## config.mk

```make
export PLATFORM = sky130hd
export DESIGN_NAME = uart_tx_frame
export DESIGN_NICKNAME = d
export VERILOG_FILES = /design/src/rtl/uart_tx_frame.sv
export SDC_FILE = /design/constraint.sdc
export NUM_CORES = 1
export LEC_CHECK = 0
export CAP_MARGIN = 40
export CORE_UTILIZATION = 46
export DETAILED_ROUTE_END_ITERATION = 10
export SYNTH_ARGS = -nofsm -noshare
export SYNTH_HDL_FRONTEND = slang
export SYNTH_SLANG_ARGS = --single-unit
```

## constraint.sdc

```tcl
create_clock -name clk -period 4.8 [get_ports clk]
set_input_delay 0.96 -clock clk [delete_from_list [all_inputs] [get_ports clk]]
set_output_delay 0.96 -clock clk [all_outputs]
set_load 0.005 [all_outputs]
```

## src/rtl/uart_tx_frame.sv

```systemverilog
// UART transmitter fed by a write FIFO; tx falls one clock after a write to an idle block.
// Writes are refused while full (overflow pulses); queued frames leave back-to-back.
module uart_tx_frame #(
    parameter int CLK_FREQ   = 50000000,
    parameter int BAUD_RATE  = 9600,
    parameter int BAUD_TICK  = CLK_FREQ / BAUD_RATE,
    parameter int DATA_BITS  = 8,
    parameter int PARITY     = 0,
    parameter int STOP_BITS  = 1,
    parameter int FIFO_DEPTH = 16
) (
    input  logic                          clk,
    input  logic                          rst,
    input  logic [DATA_BITS-1:0]          data,
    input  logic                          start,
    output logic                          full,
    output logic [$clog2(FIFO_DEPTH):0]   fifo_count,
    output logic                          overflow,
    output logic                          tx,
    output logic                          busy
);
    localparam int AW  = $clog2(FIFO_DEPTH);
    localparam int CW  = AW + 1;
    localparam int BCW = $clog2(BAUD_TICK);
    localparam int NW  = $clog2(DATA_BITS);
    localparam logic [BCW-1:0] BAUD_LAST = BCW'(BAUD_TICK - 1);
    localparam logic [NW-1:0]  DATA_LAST = NW'(DATA_BITS - 1);
    localparam logic [NW-1:0]  STOP_LAST = NW'(STOP_BITS - 1);
    localparam logic [CW-1:0]  DEPTH_C   = CW'(FIFO_DEPTH);

    if (BAUD_TICK < 2) begin : g_bad_baud
        $error("uart_tx_frame: BAUD_TICK must be at least 2");
    end
    if (DATA_BITS < 5 || DATA_BITS > 9) begin : g_bad_data
        $error("uart_tx_frame: DATA_BITS must be 5..9");
    end
    if (PARITY < 0 || PARITY > 2) begin : g_bad_parity
        $error("uart_tx_frame: PARITY must be 0, 1 or 2");
    end
    if (STOP_BITS < 1 || STOP_BITS > 2) begin : g_bad_stop
        $error("uart_tx_frame: STOP_BITS must be 1 or 2");
    end
    if (FIFO_DEPTH < 2 || (FIFO_DEPTH & (FIFO_DEPTH - 1)) != 0) begin : g_bad_depth
        $error("uart_tx_frame: FIFO_DEPTH must be a power of two >= 2");
    end

    typedef enum logic [2:0] {S_IDLE, S_START, S_DATA, S_PARITY, S_STOP} state_t;

    logic [DATA_BITS-1:0] r_mem [FIFO_DEPTH];
    logic [AW-1:0]        r_wr_ptr, r_rd_ptr;
    logic [CW-1:0]        r_count;
    logic                 r_full, r_overflow, r_tx, r_busy, r_par_bit;
    state_t               r_state;
    logic [BCW-1:0]       r_baud_cnt;
    logic [NW-1:0]        r_bit_cnt;
    logic [DATA_BITS-1:0] r_shift;

    logic                 w_wr_en, w_pop, w_baud_tc, w_head_par, w_par_nxt, w_tx_nxt, w_busy_nxt;
    logic [DATA_BITS-1:0] w_head, w_shift_nxt;
    logic [CW-1:0]        w_count_nxt;
    state_t               w_state_nxt;
    logic [BCW-1:0]       w_baud_nxt;
    logic [NW-1:0]        w_bit_nxt;

    assign w_wr_en    = start & ~r_full;
    assign w_head     = r_mem[r_rd_ptr];
    assign w_head_par = (PARITY == 1) ? ~(^w_head) : (^w_head);
    assign w_baud_tc  = (r_baud_cnt == BAUD_LAST);

    always_comb begin
        w_count_nxt = r_count;
        case ({w_wr_en, w_pop})
            2'b10:   w_count_nxt = r_count + CW'(1);
            2'b01:   w_count_nxt = r_count - CW'(1);
            default: w_count_nxt = r_count;
        endcase
    end

    always_comb begin
        w_state_nxt = r_state;
        w_baud_nxt  = r_baud_cnt;
        w_bit_nxt   = r_bit_cnt;
        w_shift_nxt = r_shift;
        w_par_nxt   = r_par_bit;
        w_tx_nxt    = r_tx;
        w_pop       = 1'b0;
        if (r_state != S_IDLE) begin
            w_baud_nxt = w_baud_tc ? '0 : r_baud_cnt + BCW'(1);
        end
        case (r_state)
            S_IDLE: begin
                w_tx_nxt = 1'b1;
                if (r_count != '0) w_pop = 1'b1;
            end
            S_START: begin
                if (w_baud_tc) begin
                    w_state_nxt = S_DATA;
                    w_tx_nxt    = r_shift[0];
                end
            end
            S_DATA: begin
                if (w_baud_tc) begin
                    if (r_bit_cnt == DATA_LAST) begin
                        w_bit_nxt = '0;
                        if (PARITY != 0) begin
                            w_state_nxt = S_PARITY;
                            w_tx_nxt    = r_par_bit;
                        end else begin
                            w_state_nxt = S_STOP;
                            w_tx_nxt    = 1'b1;
                        end
                    end else begin
                        w_bit_nxt   = r_bit_cnt + NW'(1);
                        w_shift_nxt = r_shift >> 1;
                        w_tx_nxt    = r_shift[1];
                    end
                end
            end
            S_PARITY: begin
                if (w_baud_tc) begin
                    w_state_nxt = S_STOP;
                    w_tx_nxt    = 1'b1;
                end
            end
            S_STOP: begin
                if (w_baud_tc) begin
                    if (r_bit_cnt != STOP_LAST) begin
                        w_bit_nxt = r_bit_cnt + NW'(1);
                    end else if (r_count != '0) begin
                        w_pop = 1'b1;
                    end else begin
                        w_state_nxt = S_IDLE;
                    end
                end
            end
            default: begin
                w_state_nxt = S_IDLE;
                w_tx_nxt    = 1'b1;
            end
        endcase
        // A pop always starts a fresh frame, from IDLE or straight out of the last stop bit.
        if (w_pop) begin
            w_shift_nxt = w_head;
            w_par_nxt   = w_head_par;
            w_baud_nxt  = '0;
            w_bit_nxt   = '0;
            w_state_nxt = S_START;
            w_tx_nxt    = 1'b0;
        end
    end

    assign w_busy_nxt = (w_state_nxt != S_IDLE) || (w_count_nxt != '0);

    always_ff @(posedge clk) begin
        if (w_wr_en) r_mem[r_wr_ptr] <= data;
    end

    always_ff @(posedge clk or posedge rst) begin
        if (rst) begin
            r_wr_ptr   <= '0;
            r_rd_ptr   <= '0;
            r_count    <= '0;
            r_full     <= 1'b0;
            r_overflow <= 1'b0;
            r_state    <= S_IDLE;
            r_baud_cnt <= '0;
            r_bit_cnt  <= '0;
            r_shift    <= '0;
            r_par_bit  <= 1'b0;
            r_tx       <= 1'b1;
            r_busy     <= 1'b0;
        end else begin
            if (w_wr_en) r_wr_ptr <= r_wr_ptr + AW'(1);
            if (w_pop)   r_rd_ptr <= r_rd_ptr + AW'(1);
            r_count    <= w_count_nxt;
            r_full     <= (w_count_nxt == DEPTH_C);
            r_overflow <= start & r_full;
            r_state    <= w_state_nxt;
            r_baud_cnt <= w_baud_nxt;
            r_bit_cnt  <= w_bit_nxt;
            r_shift    <= w_shift_nxt;
            r_par_bit  <= w_par_nxt;
            r_tx       <= w_tx_nxt;
            r_busy     <= w_busy_nxt;
        end
    end

    assign full       = r_full;
    assign fifo_count = r_count;
    assign overflow   = r_overflow;
    assign tx         = r_tx;
    assign busy       = r_busy;
endmodule

```

Word level (Yosys, flattened, before mapping)
Memories as Yosys holds them, arrays and structs flattened.
Index checks and enable logic that the tools add are counted.
W data, S select, Z words.
{ "word_totals": {"latch_bits": 0, "ff_bits": 44, "rom_bits": 0, "wordCells": 86, "out_inout_bits": 9, "n_memories": 1, "ramBits": 128} }
{ "memory_table": {"columns": ["memory", "words", "width", "read_ports", "rd_clocked_by_memory_dff", "write_ports", "line_no", "rtl"], "rows": [
  ["r_mem", 16, 8, 1, 0, 1, "49", "logic [DATA_BITS-1:0] r_mem [FIFO_DEPTH];"]
]} }
{ "op_classes": {"n_mul": 0, "order_cmp": 0, "muxes": 35, "n_reduce_logical": 14, "bitwise_logic": 3, "n_eq_ne": 16, "add_sub_neg": 6, "shift": 0, "div_mod_pow": 0} }
{ "ops": {"columns": ["op", "n"], "rows": [
  ["$mux W13", 3],
  ["$mux W3", 13],
  ["$mux W8", 4],
  ["$ne A3 B3 Y1 const B", 5],
  ["$pmux W3 S5", 1],
  ["$add A13 B1 Y13 const B", 1],
  ["$eq A13 B13 Y1 const B", 1],
  ["$reduce_bool A3 Y1", 4],
  ["$mux W1", 10],
  ["$pmux W5 S2", 1],
  ["$reduce_bool A5 Y1", 2],
  ["$add A4 B1 Y4 const B", 2],
  ["$reduce_and A4 Y1", 2],
  ["$eq A3 B2 Y1 const B", 2],
  ["$eq A3 B3 Y1 const B", 2],
  ["$pmux W3 S2", 1],
  ["$reduce_bool A2 Y1", 3],
  ["$add A5 B1 Y5 const B", 1],
  ["$eq A5 B5 Y1 const B", 1],
  ["$sub A5 B1 Y5 const B", 1],
  ["$ne A2 B2 Y1 const B", 2],
  ["$pmux W1 S4", 1],
  ["$add A3 B1 Y3 const B", 1],
  ["$eq A3 B1 Y1 const B", 1],
  ["other kinds (8)", 9]
]} }

Depth between registers and ports, before layout
{ "depth": {"word_depth": 9, "mapped_depth": 16} }

Least setup slack after synthesis
Ideal clock, no wire load.
{ "synth_timing": {"path_type": "register to register", "startpoint": "register r_count[1], in the netlist fifo_count[1]", "endpoint": "register r_busy, in the netlist busy", "setup_time_ps": 139, "path_stages_with_launch": 15, "path_slack_ps": 1510, "arrival_time_ps": 3152, "period_less_slack_ps": 3290, "path_cell_list": "dfrtp_1 or4_4 o21ai_2 a21o_1 buf_4 inv_2 ha_1 buf_2 xor2_1 ha_1 a21oi_1 or3b_2 a31oi_1 xnor2_1 nand4b_1"} }
{ "synth_between": {"elab_chain_len": 9, "word_cells_on_any_way": 18} }
{ "synth_lines": {"columns": ["item", "line_no", "rtl"], "rows": [
  ["start, declared", "51", "logic [CW-1:0] r_count;"],
  ["start signal, assigned", "175", "r_count <= w_count_nxt;"],
  ["$reduce_bool A5 Y1", "93, 129", null],
  ["$mux W1", "93, 129", null],
  ["$mux W1", "127", "if (r_bit_cnt != STOP_LAST) begin"],
  ["$mux W1", "126", "if (w_baud_tc) begin"],
  ["$pmux W1 S2", "90", "case (r_state)"],
  ["$eq A2 B1 Y1 or $eq A2 B2 Y1 (tied branches)", "72", "case ({w_wr_en, w_pop})"],
  ["$pmux W5 S2", "72", null],
  ["$reduce_bool A5 Y1", "152", "assign w_busy_nxt = (w_state_nxt != S_IDLE) || (w_count_nxt != '0);"],
  ["$logic_or A1 B1 Y1 (*)", "152", null],
  ["via w_busy_nxt", "58", "logic w_wr_en, w_pop, w_baud_tc, w_head_par, w_par_nxt, w_tx_nxt, w_busy_nxt;"],
  ["end signal, assigned", "184", "r_busy <= w_busy_nxt;"],
  ["end, declared", "52", "logic r_full, r_overflow, r_tx, r_busy, r_par_bit;"]
]} }
The timed path passes the listed nets; every way through them passes the cells marked *.
A chain may end at the register's enable or synchronous reset.

Worst setup path in the final report
{ "layout_timing": {"startpoint": "register r_count[1], in the netlist fifo_count[1]", "endpoint": "register r_full, in the netlist full"} }
{ "layout_between": {"elab_chain_len": 8, "word_cells_on_any_way": 11} }
{ "layout_lines": {"columns": ["item", "line_no", "rtl"], "rows": [
  ["$reduce_bool A5 Y1", "93, 129", null],
  ["$mux W1", "93, 129", null],
  ["$mux W1", "127", null],
  ["$mux W1", "126", null],
  ["$pmux W1 S2", "90", null],
  ["$eq A2 B1 Y1 or $eq A2 B2 Y1 (tied branches)", "72", null],
  ["$pmux W5 S2 (*)", "72", null],
  ["$eq A5 B5 Y1 (*)", "176", "r_full <= (w_count_nxt == DEPTH_C);"],
  ["end signal, assigned", "176", null],
  ["end, declared", "52", null]
]} }
Every way passes the cells marked *; elsewhere a longest branch is shown, timed or not.

==> impl_metrics.json <==
{
  "multi_input_comb_area_um2": 2374,
  "dieHeight_um": 129.8,
  "cap_violations": 0,
  "seqCellArea_um2": 4947,
  "clk_latency_ps": 430,
  "drtIter0Drc": 285,
  "h-tree-depth": 4,
  "synth_top_area_frac": 0.5115,
  "die-area_um2": 16850,
  "finalSetupTns_ps": 0,
  "tritoncts": "done",
  "worst-path-buf-inv": 1,
  "post_cts_buffers": 0,
  "initial_core_util": 0.4714,
  "syn_area_per_cell_um2": 14.97,
  "n_antenna_cell": 0,
  "layout_min_cycle_time_ps": 3783,
  "start_kind": "flip-flop",
  "drv_slew": 0,
  "synth_edf_count": 128,
  "p_total_w": 0.004745,
  "worstPathMaxFanout": 16,
  "instances_no_fill": 751,
  "ys_top_cells_by_count": "edfxtp_1, dfrtp_1, nor2_1, nand2_1, nor2b_1",
  "dp_cells": 720,
  "skew_ps": 8.542,
  "root_buffer": "clkbuf_16",
  "firstDrtPassIters": 5,
  "wl_per_cell_um": 19.91,
  "clk_path_buf_depth": 2,
  "antenna_found_initial": 0,
  "synth_nets": 525,
  "fin_nets": 546,
  "path_clk_slew_ps": 60,
  "vias_per_cell": 5.609,
  "cts_hold_buffers": 0,
  "max_stage_delay_ps": 590,
  "max_slew.worst_pin.slew_ps": 826.8,
  "area_growth_pct": 13.37,
  "cts-buffers-inserted": 17,
  "required_ps": 5120,
  "leakage_nw": 2.973,
  "status": "finished, final reports clean",
  "ir_drop_mv": 0.3027,
  "slew_headroom": 0.4468,
  "setup_violations": 0,
  "overflow": 0,
  "slowest_stage": "or4_4",
  "ant_nets": 0,
  "synth_area_um2": 7515,
  "dpl.hpwl_um": 9510,
  "hold_viol_final": 0,
  "placementRows": 46,
  "yosysSeqAreaShare": 0.6582,
  "yosysWarnings": 0,
  "coreArea_um2": 15940,
  "yosysMostFrequentCell": "edfxtp_1",
  "io_buffers": 19,
  "ios": 20,
  "path_delay_family": "simple AND/OR/NAND/NOR gates",
  "yosysUniqueCellTypes": 61,
  "syn_inst": 502,
  "grt_pass1_wl_um": 23540,
  "numClockSinks": 172,
  "yosysTopAreaCell": "edfxtp_1",
  "grt_max_degree": 42,
  "min_period_over_period": 0.7881,
  "vias": 4212,
  "power.density_nw_per_um2": 556.9,
  "critPathCaptureType": "flip-flop",
  "max_freq_mhz": 264.3,
  "n_fill_cell": 1323,
  "wl_um": 14950,
  "cp_common_cell": "ha_1",
  "cp_cell_sequence": "or4_4, o21ai_2, a21o_1, inv_2, ha_1, xor2_1, ha_1, a21oi_1, or3b_2, a31oi_1, xnor2_1, nor4_1",
  "synthArstFlopShare": 0.2558,
  "die_w_um": 129.8,
  "worst-setup-path-type": "reg2reg",
  "remaining_drc_errors": 0,
  "drive_above_1_share": 0.1664,
  "rsz0062_at_grt": "no",
  "grt_pass1_vias": 4278,
  "hp-class": "reg2reg",
  "grt_usage": 0.1957,
  "gp_congestion": 0.7903,
  "cts_resized": 0,
  "synth_area_leaders": "edfxtp_1, dfrtp_1, mux4_2",
  "synth-main-ff-cell": "edfxtp_1",
  "ys_ff_latch": 172,
  "cp.arrival_ps": 4110
}
-- layer usage --
layer,global-route usage,up-vias,wire [um]
met5,0,-,0
li1,-,1969,-
met4,0.07798,0,279
met3,0.04059,23,482
met2,0.3158,81,7259
met1,0.2606,2139,6929
-- registers in the layout, summed over array words and instances (netlist names) --
name        flops
r_bit_cnt       3
r_wr_ptr        4
tx              1
overflow        1
full            1
r_mem         128
r_shift         8
r_baud_cnt     13
fifo_count      5
r_rd_ptr        4
r_state         3
busy            1
-- layout by cell type (no fill, tap or decap), types with 3 or more instances in the layout --
master             n
a211oi_1          15
a21oi_1            9
a22o_1             8
and3_1             3
and4bb_2           3
buf_4              7
bufinv_16          4
clkbuf_16         17
clkdlybuf4s50_1   19
dfrtp_1           42
edfxtp_1         128
ha_1              12
inv_1             11
inv_6              4
mux2_2            15
mux2_4             6
mux2i_1            6
mux4_1             4
mux4_2            14
nand2_1           30
nand2b_1           6
nand3_1            6
nand3b_1           3
nand4_1            3
nand4b_1           4
nor2_1            31
nor2b_1           21
nor3_1             9
nor4b_1            7
o21ai_0           16
o22ai_1            8
o32a_1             6
or2_2              3
xnor2_1           12
xor2_1             4
-- per-stage QoR --
stage | hold slack (ps) | area [um2] | utilization | setup WS, ps
finish | 519.3 | 8519 | 0.5344 | 1017
global route | 536.4 | 8519 | 0.5344 | 767.8
CTS | 518.4 | 8519 | 0.5344 | 961.6
detailed placement | 495.1 | 7903 | 0.4957 | 794.2
global placement | 500.5 | 7883 | 0.4944 | 929.5
floorplan | 483.0 | 7515 | - | 1510
-- kinds of logic after synthesis --
group                      share of synthesized area
DFF                                           0.6582
and+or+nand+nor                               0.1012
AOI/OAI and AO/OA                            0.07759
muxes                                        0.09840
buffers and inverters                        0.02597
xor gates and xnor gates                     0.01865
adders and majority gates                    0.01998
-- report_power, final --
| group | total (W) | internal (W) | switching, W |
|---|---|---|---|
| registers | 0.00209 | 0.00185 | 0.000244 |
| logic | 0.00120 | 0.000579 | 0.000620 |
| clock network | 0.00146 | 0.000874 | 0.000581 |
| total | 0.00474 | 0.00330 | 0.00145 |
-- worst register-to-register path, cell delays in order, from the launching register on --
cell and delay (ps):
dfrtp_1 470, or4_4 590, o21ai_2 150, a21o_1 460, inv_2 160, ha_1 310, xor2_1 160, ha_1 230
a21oi_1 80, or3b_2 450, a31oi_1 220, xnor2_1 120, nor4_1 250
-- cell type report --
cell class	instances	area share
Clock buffer	18	0.05037
Timing Repair Buffer	27	0.03084
Multi-Input combinational cell	292	0.2786
Sequential cell	172	0.5807
Inverter	13	0.005728
Tap cell	216	0.03172
Clock inverter	13	0.02203
-- worst paths after layout --
check	start	endpoint	slack, ps	depth (start not counted)
setup / recovery	fifo_count[1]$_DFF_PP0_	full$_DFF_PP0_	1020	12
hold / removal	r_shift[5]$_DFFE_PP0P_	r_shift[5]$_DFFE_PP0P_	520	1
setup reg to reg	fifo_count[1]$_DFF_PP0_	full$_DFF_PP0_	1020	12
hold reg to reg	r_shift[5]$_DFFE_PP0P_	r_shift[5]$_DFFE_PP0P_	520	1
max in group asynchronous	rst	tx$_DFFE_PP1P_	3570	3
min in group asynchronous	rst	r_wr_ptr[0]$_DFFE_PP0P_	730	2
Note: power is estimated with default switching activity, not from simulation.
